--- src/rtl/note_envelope_driver_pkg.sv ---
// Shared constants and FSM encoding for the note envelope driver.
package note_envelope_driver_pkg;
    localparam int NOTE_W        = 6;
    localparam int DUR_W         = 6;
    localparam int GAP_W         = 3;
    localparam int BEATS_PER_SEC = 48;

    typedef enum logic [1:0] {
        ST_IDLE = 2'd0,
        ST_PLAY = 2'd1,
        ST_GAP  = 2'd2
    } state_t;
endpackage

--- src/rtl/note_envelope_driver_if.sv ---
// Note handshake, timing strobes and synthesizer-facing outputs of the driver.
interface note_envelope_driver_if;
    import note_envelope_driver_pkg::*;

    logic              play;
    logic              beat;
    logic              sample_tick;
    // A note transfers on any cycle where note_valid & note_ready are both high;
    // note_ready never looks at note_valid, and an offer outside IDLE is ignored.
    logic              note_valid;
    logic [NOTE_W-1:0] note_in;
    logic [DUR_W-1:0]  duration_in;
    logic              note_ready;
    logic [NOTE_W-1:0] note_out;
    logic [DUR_W-1:0]  note_duration;
    logic              generate_next_sample;
    logic              done_with_note;
    logic              busy;

    modport master (
        output play, beat, sample_tick, note_valid, note_in, duration_in,
        input  note_ready, note_out, note_duration, generate_next_sample,
               done_with_note, busy
    );

    modport slave (
        input  play, beat, sample_tick, note_valid, note_in, duration_in,
        output note_ready, note_out, note_duration, generate_next_sample,
               done_with_note, busy
    );
endinterface

--- src/rtl/note_envelope_driver_beat_down_counter.sv ---
// Loadable down counter that stops at zero; load wins over decrement.
module beat_down_counter #(
    parameter int W = 6
) (
    input  logic         i_clk,
    input  logic         i_reset,
    input  logic         i_load,
    input  logic [W-1:0] i_load_val,
    input  logic         i_dec,
    output logic [W-1:0] o_count,
    output logic         o_zero,
    output logic         o_one
);
    logic [W-1:0] r_count;

    always_ff @(posedge i_clk) begin
        if (i_reset) begin
            r_count <= '0;
        end else if (i_load) begin
            r_count <= i_load_val;
        end else if (i_dec && (r_count != '0)) begin
            r_count <= r_count - 1'b1;
        end
    end

    assign o_count = r_count;
    assign o_zero  = (r_count == '0);
    assign o_one   = (r_count == W'(1));
endmodule

--- src/rtl/note_envelope_driver.sv ---
// Holds one note for its beat count, then an optional silent gap, gating codec
// sample requests while a note or gap is active.
module note_envelope_driver
    import note_envelope_driver_pkg::*;
#(
    parameter int GAP_BEATS = 1
) (
    input  logic                    i_clk,
    input  logic                    i_reset,
    note_envelope_driver_if.slave   bus,
    output state_t                  o_state
);
    localparam logic [GAP_W-1:0] GAP_LOAD = GAP_W'(GAP_BEATS);
    localparam bit               HAS_GAP  = (GAP_BEATS > 0);

    state_t             r_state;
    state_t             w_next;
    logic [NOTE_W-1:0]  r_note;
    logic [DUR_W-1:0]   r_dur;
    logic               r_done;

    logic               w_accept;
    logic               w_note_end;
    logic               w_gap_end;
    logic               w_note_zero, w_note_one;
    logic               w_gap_zero, w_gap_one;
    logic [DUR_W-1:0]   w_note_count;
    logic [GAP_W-1:0]   w_gap_count;

    assign w_accept   = (r_state == ST_IDLE) && bus.play && bus.note_valid;
    // A zero-length note ends on its first PLAY cycle without waiting for a beat.
    assign w_note_end = (r_state == ST_PLAY) && bus.play &&
                        (w_note_zero || (bus.beat && w_note_one));
    assign w_gap_end  = (r_state == ST_GAP) && bus.play &&
                        (w_gap_zero || (bus.beat && w_gap_one));

    beat_down_counter #(.W(DUR_W)) u_note_cnt (
        .i_clk      (i_clk),
        .i_reset    (i_reset),
        .i_load     (w_accept),
        .i_load_val (bus.duration_in),
        .i_dec      ((r_state == ST_PLAY) && bus.play && bus.beat),
        .o_count    (w_note_count),
        .o_zero     (w_note_zero),
        .o_one      (w_note_one)
    );

    beat_down_counter #(.W(GAP_W)) u_gap_cnt (
        .i_clk      (i_clk),
        .i_reset    (i_reset),
        .i_load     (w_note_end && HAS_GAP),
        .i_load_val (GAP_LOAD),
        .i_dec      ((r_state == ST_GAP) && bus.play && bus.beat),
        .o_count    (w_gap_count),
        .o_zero     (w_gap_zero),
        .o_one      (w_gap_one)
    );

    always_ff @(posedge i_clk) begin
        if (i_reset) begin
            r_state <= ST_IDLE;
            r_note  <= '0;
            r_dur   <= '0;
            r_done  <= 1'b0;
        end else begin
            r_state <= w_next;
            r_done  <= w_accept;
            if (w_accept) begin
                r_note <= bus.note_in;
                r_dur  <= bus.duration_in;
            end
        end
    end

    always_comb begin
        w_next = r_state;
        case (r_state)
            ST_IDLE: if (w_accept)   w_next = ST_PLAY;
            ST_PLAY: if (w_note_end) w_next = HAS_GAP ? ST_GAP : ST_IDLE;
            ST_GAP:  if (w_gap_end)  w_next = ST_IDLE;
            default:                 w_next = ST_IDLE;
        endcase
    end

    assign bus.note_ready           = (r_state == ST_IDLE) && bus.play;
    assign bus.note_out             = (r_state == ST_PLAY) ? r_note : '0;
    assign bus.note_duration        = r_dur;
    assign bus.generate_next_sample = bus.sample_tick && bus.play && (r_state != ST_IDLE);
    assign bus.done_with_note       = r_done;
    assign bus.busy                 = (r_state != ST_IDLE);
    assign o_state                  = r_state;
endmodule

--- src/flat_wrapper.sv ---
// flat-port wrapper written by rule: the top's interface ports become plain ports
module note_envelope_driver_flat import note_envelope_driver_pkg::*;
#(
    parameter int GAP_BEATS = 1
)
  (i_clk, i_reset, o_state, bus_play, bus_beat, bus_sample_tick, bus_note_valid, bus_note_in, bus_duration_in, bus_note_ready, bus_note_out, bus_note_duration, bus_generate_next_sample, bus_done_with_note, bus_busy);
  note_envelope_driver_if bus_i ();
  input  logic i_clk;
  input  logic i_reset;
  output state_t o_state;
  input wire logic [$bits(bus_i.play)-1:0] bus_play;
  input wire logic [$bits(bus_i.beat)-1:0] bus_beat;
  input wire logic [$bits(bus_i.sample_tick)-1:0] bus_sample_tick;
  input wire logic [$bits(bus_i.note_valid)-1:0] bus_note_valid;
  input wire logic [$bits(bus_i.note_in)-1:0] bus_note_in;
  input wire logic [$bits(bus_i.duration_in)-1:0] bus_duration_in;
  output wire logic [$bits(bus_i.note_ready)-1:0] bus_note_ready;
  output wire logic [$bits(bus_i.note_out)-1:0] bus_note_out;
  output wire logic [$bits(bus_i.note_duration)-1:0] bus_note_duration;
  output wire logic [$bits(bus_i.generate_next_sample)-1:0] bus_generate_next_sample;
  output wire logic [$bits(bus_i.done_with_note)-1:0] bus_done_with_note;
  output wire logic [$bits(bus_i.busy)-1:0] bus_busy;
  assign bus_i.play = bus_play;
  assign bus_i.beat = bus_beat;
  assign bus_i.sample_tick = bus_sample_tick;
  assign bus_i.note_valid = bus_note_valid;
  assign bus_i.note_in = bus_note_in;
  assign bus_i.duration_in = bus_duration_in;
  assign bus_note_ready = bus_i.note_ready;
  assign bus_note_out = bus_i.note_out;
  assign bus_note_duration = bus_i.note_duration;
  assign bus_generate_next_sample = bus_i.generate_next_sample;
  assign bus_done_with_note = bus_i.done_with_note;
  assign bus_busy = bus_i.busy;
  note_envelope_driver #(.GAP_BEATS(GAP_BEATS)) u_core (.i_clk(i_clk), .i_reset(i_reset), .bus(bus_i), .o_state(o_state));
endmodule
--- config.mk ---
export PLATFORM = sky130hd
export DESIGN_NAME = note_envelope_driver_flat
export DESIGN_NICKNAME = d
export VERILOG_FILES = /design/src/rtl/note_envelope_driver_pkg.sv /design/src/rtl/note_envelope_driver_if.sv /design/src/rtl/note_envelope_driver_beat_down_counter.sv /design/src/rtl/note_envelope_driver.sv /design/src/flat_wrapper.sv
export SDC_FILE = /design/constraint.sdc
export NUM_CORES = 1
export LEC_CHECK = 0
export CORE_MARGIN = 2
export CORE_UTILIZATION = 45
export CTS_CLUSTER_DIAMETER = 40
export DETAILED_ROUTE_END_ITERATION = 16
export PLACE_DENSITY = 0.77
export SLEW_MARGIN = 20
export SYNTH_ARGS = -nofsm -noshare
export SYNTH_HDL_FRONTEND = slang
export SYNTH_SLANG_ARGS = --single-unit
--- constraint.sdc ---
create_clock -name i_clk -period 3.6 [get_ports i_clk]
set_input_delay 0.72 -clock i_clk [delete_from_list [all_inputs] [get_ports i_clk]]
set_output_delay 0.72 -clock i_clk [all_outputs]
set_load 0.005 [all_outputs]
==> run summary <==
yosys warns = 0
Slew @ Worst Pin = 0.813 ns
Reg-to-Reg End = u_core.u_note_cnt.o_count[0]
placed wire-length estimate = 2040 um
RSZ-0062 raised after global routing = no
die height = 55.0 um
die area = 3020 um2
WL met1 = 1230 um
ANT nets after route = 0
complex-gate fraction of the synthesized area = 17.6%
Hold Crit Endpoint = u_core.r_note[2]
Final TNS setup = 0 ns
worst rel slew slack = 45.7%
1st-iter DRT viols = 20
clock buffer depth = 2
Syn Inst Count = 145
Lkg Pwr = 0.596 nW
Net count, final = 203
# H-tree levels = 1
VDD IR-drop max = 0.000307 V
mapped cell area = 1170 um2
Die Width = 55.0 um
CTS tree = built
Top Layer Used = met4
Setup Skew = 0.00199 ns
TritonCTS Buffers = 3
mux contribution to synthesized area = 0.857%
gpl congestion = 0.815
clock sink count = 24
Via Count = 1116
port bufs = 35
Avg Cell Area, Syn = 8.06 um2
Max-Cap Viols = 0
fmax = 362 MHz
post_cts resized = 0
WL/cell = 13.3 um
power per cell area = 374 nW/um2
crit path kind = in2out
post-synthesis register bit count = 24
Adder-Cell Fraction of Synth Area = 6.42%
grt total ovfl = 0
area grow syn2layout = 36.1%
final setup fails = 0
number of cell rows = 18
Fin. Hold Viols = 0
register-to-register path setup slack = 1.80 ns
largest net degree at the start of global routing = 23
XOR/XNOR share of the synthesized area = 2.25%
Via density = 5.37
crit path time final = 2.76 ns
layout cells sized above 1 = 5.62%
Tcrit/Tclk final = 76.7%
Total GRT Usage = 19.8%
Critical Path End Type = output port
# DRC = 0
Worst Path Arrival = 2.04 ns
vias in the first global route = 970
# Post-CTS Setup Buffers = 0
Root Buffer = clkbuf_4
hold depth = 2
fin. max-slew vios = 0
DRT Pass-1 Iters = 4
Detailed Route WL = 2770 um
count of different cell masters after synthesis = 33
WL met2 = 1390 um
Clock Latency Late Sink = 0.32 ns
crit-path max FO = 8
n_diodes = 0
met3 WL = 144 um
Worst-path clk slew = 0.13 ns
Startpoint Class = input port
initial antenna violation count = 0
sequential area share after synthesis = 41.1%
required arrival time at the worst endpoint = 2.88 ns
CORE AREA = 2480 um2
Worst R2R Start = u_core.u_note_cnt.o_count[2]
Post-Synth Simple-Gate Area = 26.3%
syn nets = 169
Worst Hold Launch = u_core.r_note[2]
CTS Hold Bufs = 0
first-pass GRT wire length = 4300 um
Ports = 36
main combinational cell family by area after synthesis = simple AND/OR/NAND/NOR gates
Final Non-Filler Cells = 208
Initial Utilization = 47.2%
DP Cell Count = 204
status = complete, no violations
Hold WC Path Type = reg2reg
Reg2Reg Depth = 4
==> state kept, by name (all words and copies together) (netlist names) <==
signal / count
u_core.u_gap_cnt.o_count: 3
u_core.r_note: 6
u_core.bus.note_duration: 6
u_core.o_state: 2
u_core.bus.done_with_note: 1
u_core.u_note_cnt.o_count: 6
==> worst max path at each step <==
| stage | from | endpoint | slack (ns) | cells after the start |
|---|---|---|---|---|
| final | bus_play | bus_generate_next_sample | 0.84 | 3 |
| after global routing | u_core.o_state[0] | bus_note_out[2] | 0.75 | 3 |
| after CTS | bus_play | bus_generate_next_sample | 0.84 | 3 |
| after detailed placement | bus_play | bus_generate_next_sample | 0.84 | 3 |
| after global placement | bus_play | bus_generate_next_sample | 0.88 | 3 |
| after floorplan | bus_play | u_core.u_note_cnt.o_count[4] | 1.81 | 4 |
==> per-stage QoR <==
stage                     worst slack, ns  utilization (%)  instance area, um2  hold slack (ns)  power [W]
after floorplan                      1.81                -                1170            0.432   0.000352
after global placement              0.879             62.1                1540            0.438   0.000400
after detailed placement            0.840             62.1                1540            0.448   0.000404
after CTS                           0.844             64.2                1590            0.466   0.000598
after global routing                0.745             64.2                1590            0.480   0.000623
final                               0.840             64.2                1590            0.465   0.000594
==> logic make-up (layout without fill, tap and decap cells) <==
logic type | after synthesis | in the layout
xor+xnor | 3 | 3
flops | 24 | 24
fa+ha+maj | 6 | 6
buf+inv | 17 | 50
simple gates | 61 | 61
compound gates | 33 | 33
mux | 1 | 1
==> layout make-up <==
| type | count | area [um2] |
|---|---|---|
| fill | 224 | 887 |
| multi-input combinational | 104 | 624 |
| sequential | 24 | 480 |
| timing repair buffer | 36 | 358 |
| inverter | 10 | 37.5 |
| tap | 30 | 37.5 |
| clock inverter | 1 | 30.0 |
| clock buffer | 3 | 22.5 |
==> metal layers <==
metal	track usage [%]	vias up
li1	-	566
met3	6.18	3
met2	32.5	32
met5	0	-
met1	25.5	515
met4	4.47	0
==> report_power, final <==
group / switching, W / internal, W
combinational: 0.0000513 / 0.0000553
sequential: 0.0000119 / 0.000280
clock: 0.0000830 / 0.000113
==> worst max-delay path: stages <==
cell and delay, ns:
clkdlybuf4s50_1 0.61, and3_2 0.22, clkdlybuf4s50_1 0.49
==> placed cells by master (no fill, tap or decap) <==
master / instances
bufinv_16: 1
inv_1: 10
nor2b_1: 1
mux2i_1: 1
a2111oi_0: 1
o311ai_0: 1
o211ai_1: 1
and2_1: 6
or4_4: 1
nand4b_1: 1
nand4_1: 1
nor4_1: 2
a211oi_1: 3
or4_1: 1
o21ai_0: 1
nand4b_2: 1
a21oi_1: 20
dfxtp_1: 24
nor2_1: 11
clkbuf_4: 3
a211o_1: 1
xnor2_1: 3
ha_1: 6
and3_2: 2
a21o_1: 1
a31oi_1: 1
nand2_1: 26
o221ai_1: 1
clkdlybuf4s50_1: 35
nor3_1: 1
nand3_1: 2
or3_1: 3
buf_4: 1
a311oi_1: 1
nand3b_1: 2
a211oi_2: 1
==> cell usage after synthesis <==
master / count / area [um2]
a2111oi_0: 1 / 8.76
or4_1: 1 / 7.51
or3_1: 3 / 18.8
nand4b_1: 1 / 8.76
a31oi_1: 1 / 6.26
xnor2_1: 3 / 26.3
nor4_1: 2 / 12.5
o311ai_0: 1 / 8.76
o211ai_1: 1 / 7.51
or4_4: 1 / 11.3
ha_1: 6 / 75.1
mux2i_1: 1 / 10.0
a311oi_1: 1 / 8.76
dfxtp_1: 24 / 480
nand4_1: 1 / 6.26
and3_2: 2 / 15.0
nand4b_2: 1 / 15.0
nand3_1: 2 / 10.0
a211oi_1: 3 / 22.5
nor2_1: 11 / 41.3
o21ai_0: 1 / 5.00
a21o_1: 1 / 7.51
and2_1: 6 / 37.5
clkbuf_1: 7 / 26.3
inv_1: 10 / 37.5
a211oi_2: 1 / 12.5
nor2b_1: 1 / 6.26
a211o_1: 1 / 8.76
a21oi_1: 20 / 100
nor3_1: 1 / 5.00
nand2_1: 26 / 97.6
nand3b_1: 2 / 15.0
o221ai_1: 1 / 8.76
Power figures use the tool's default switching activity.
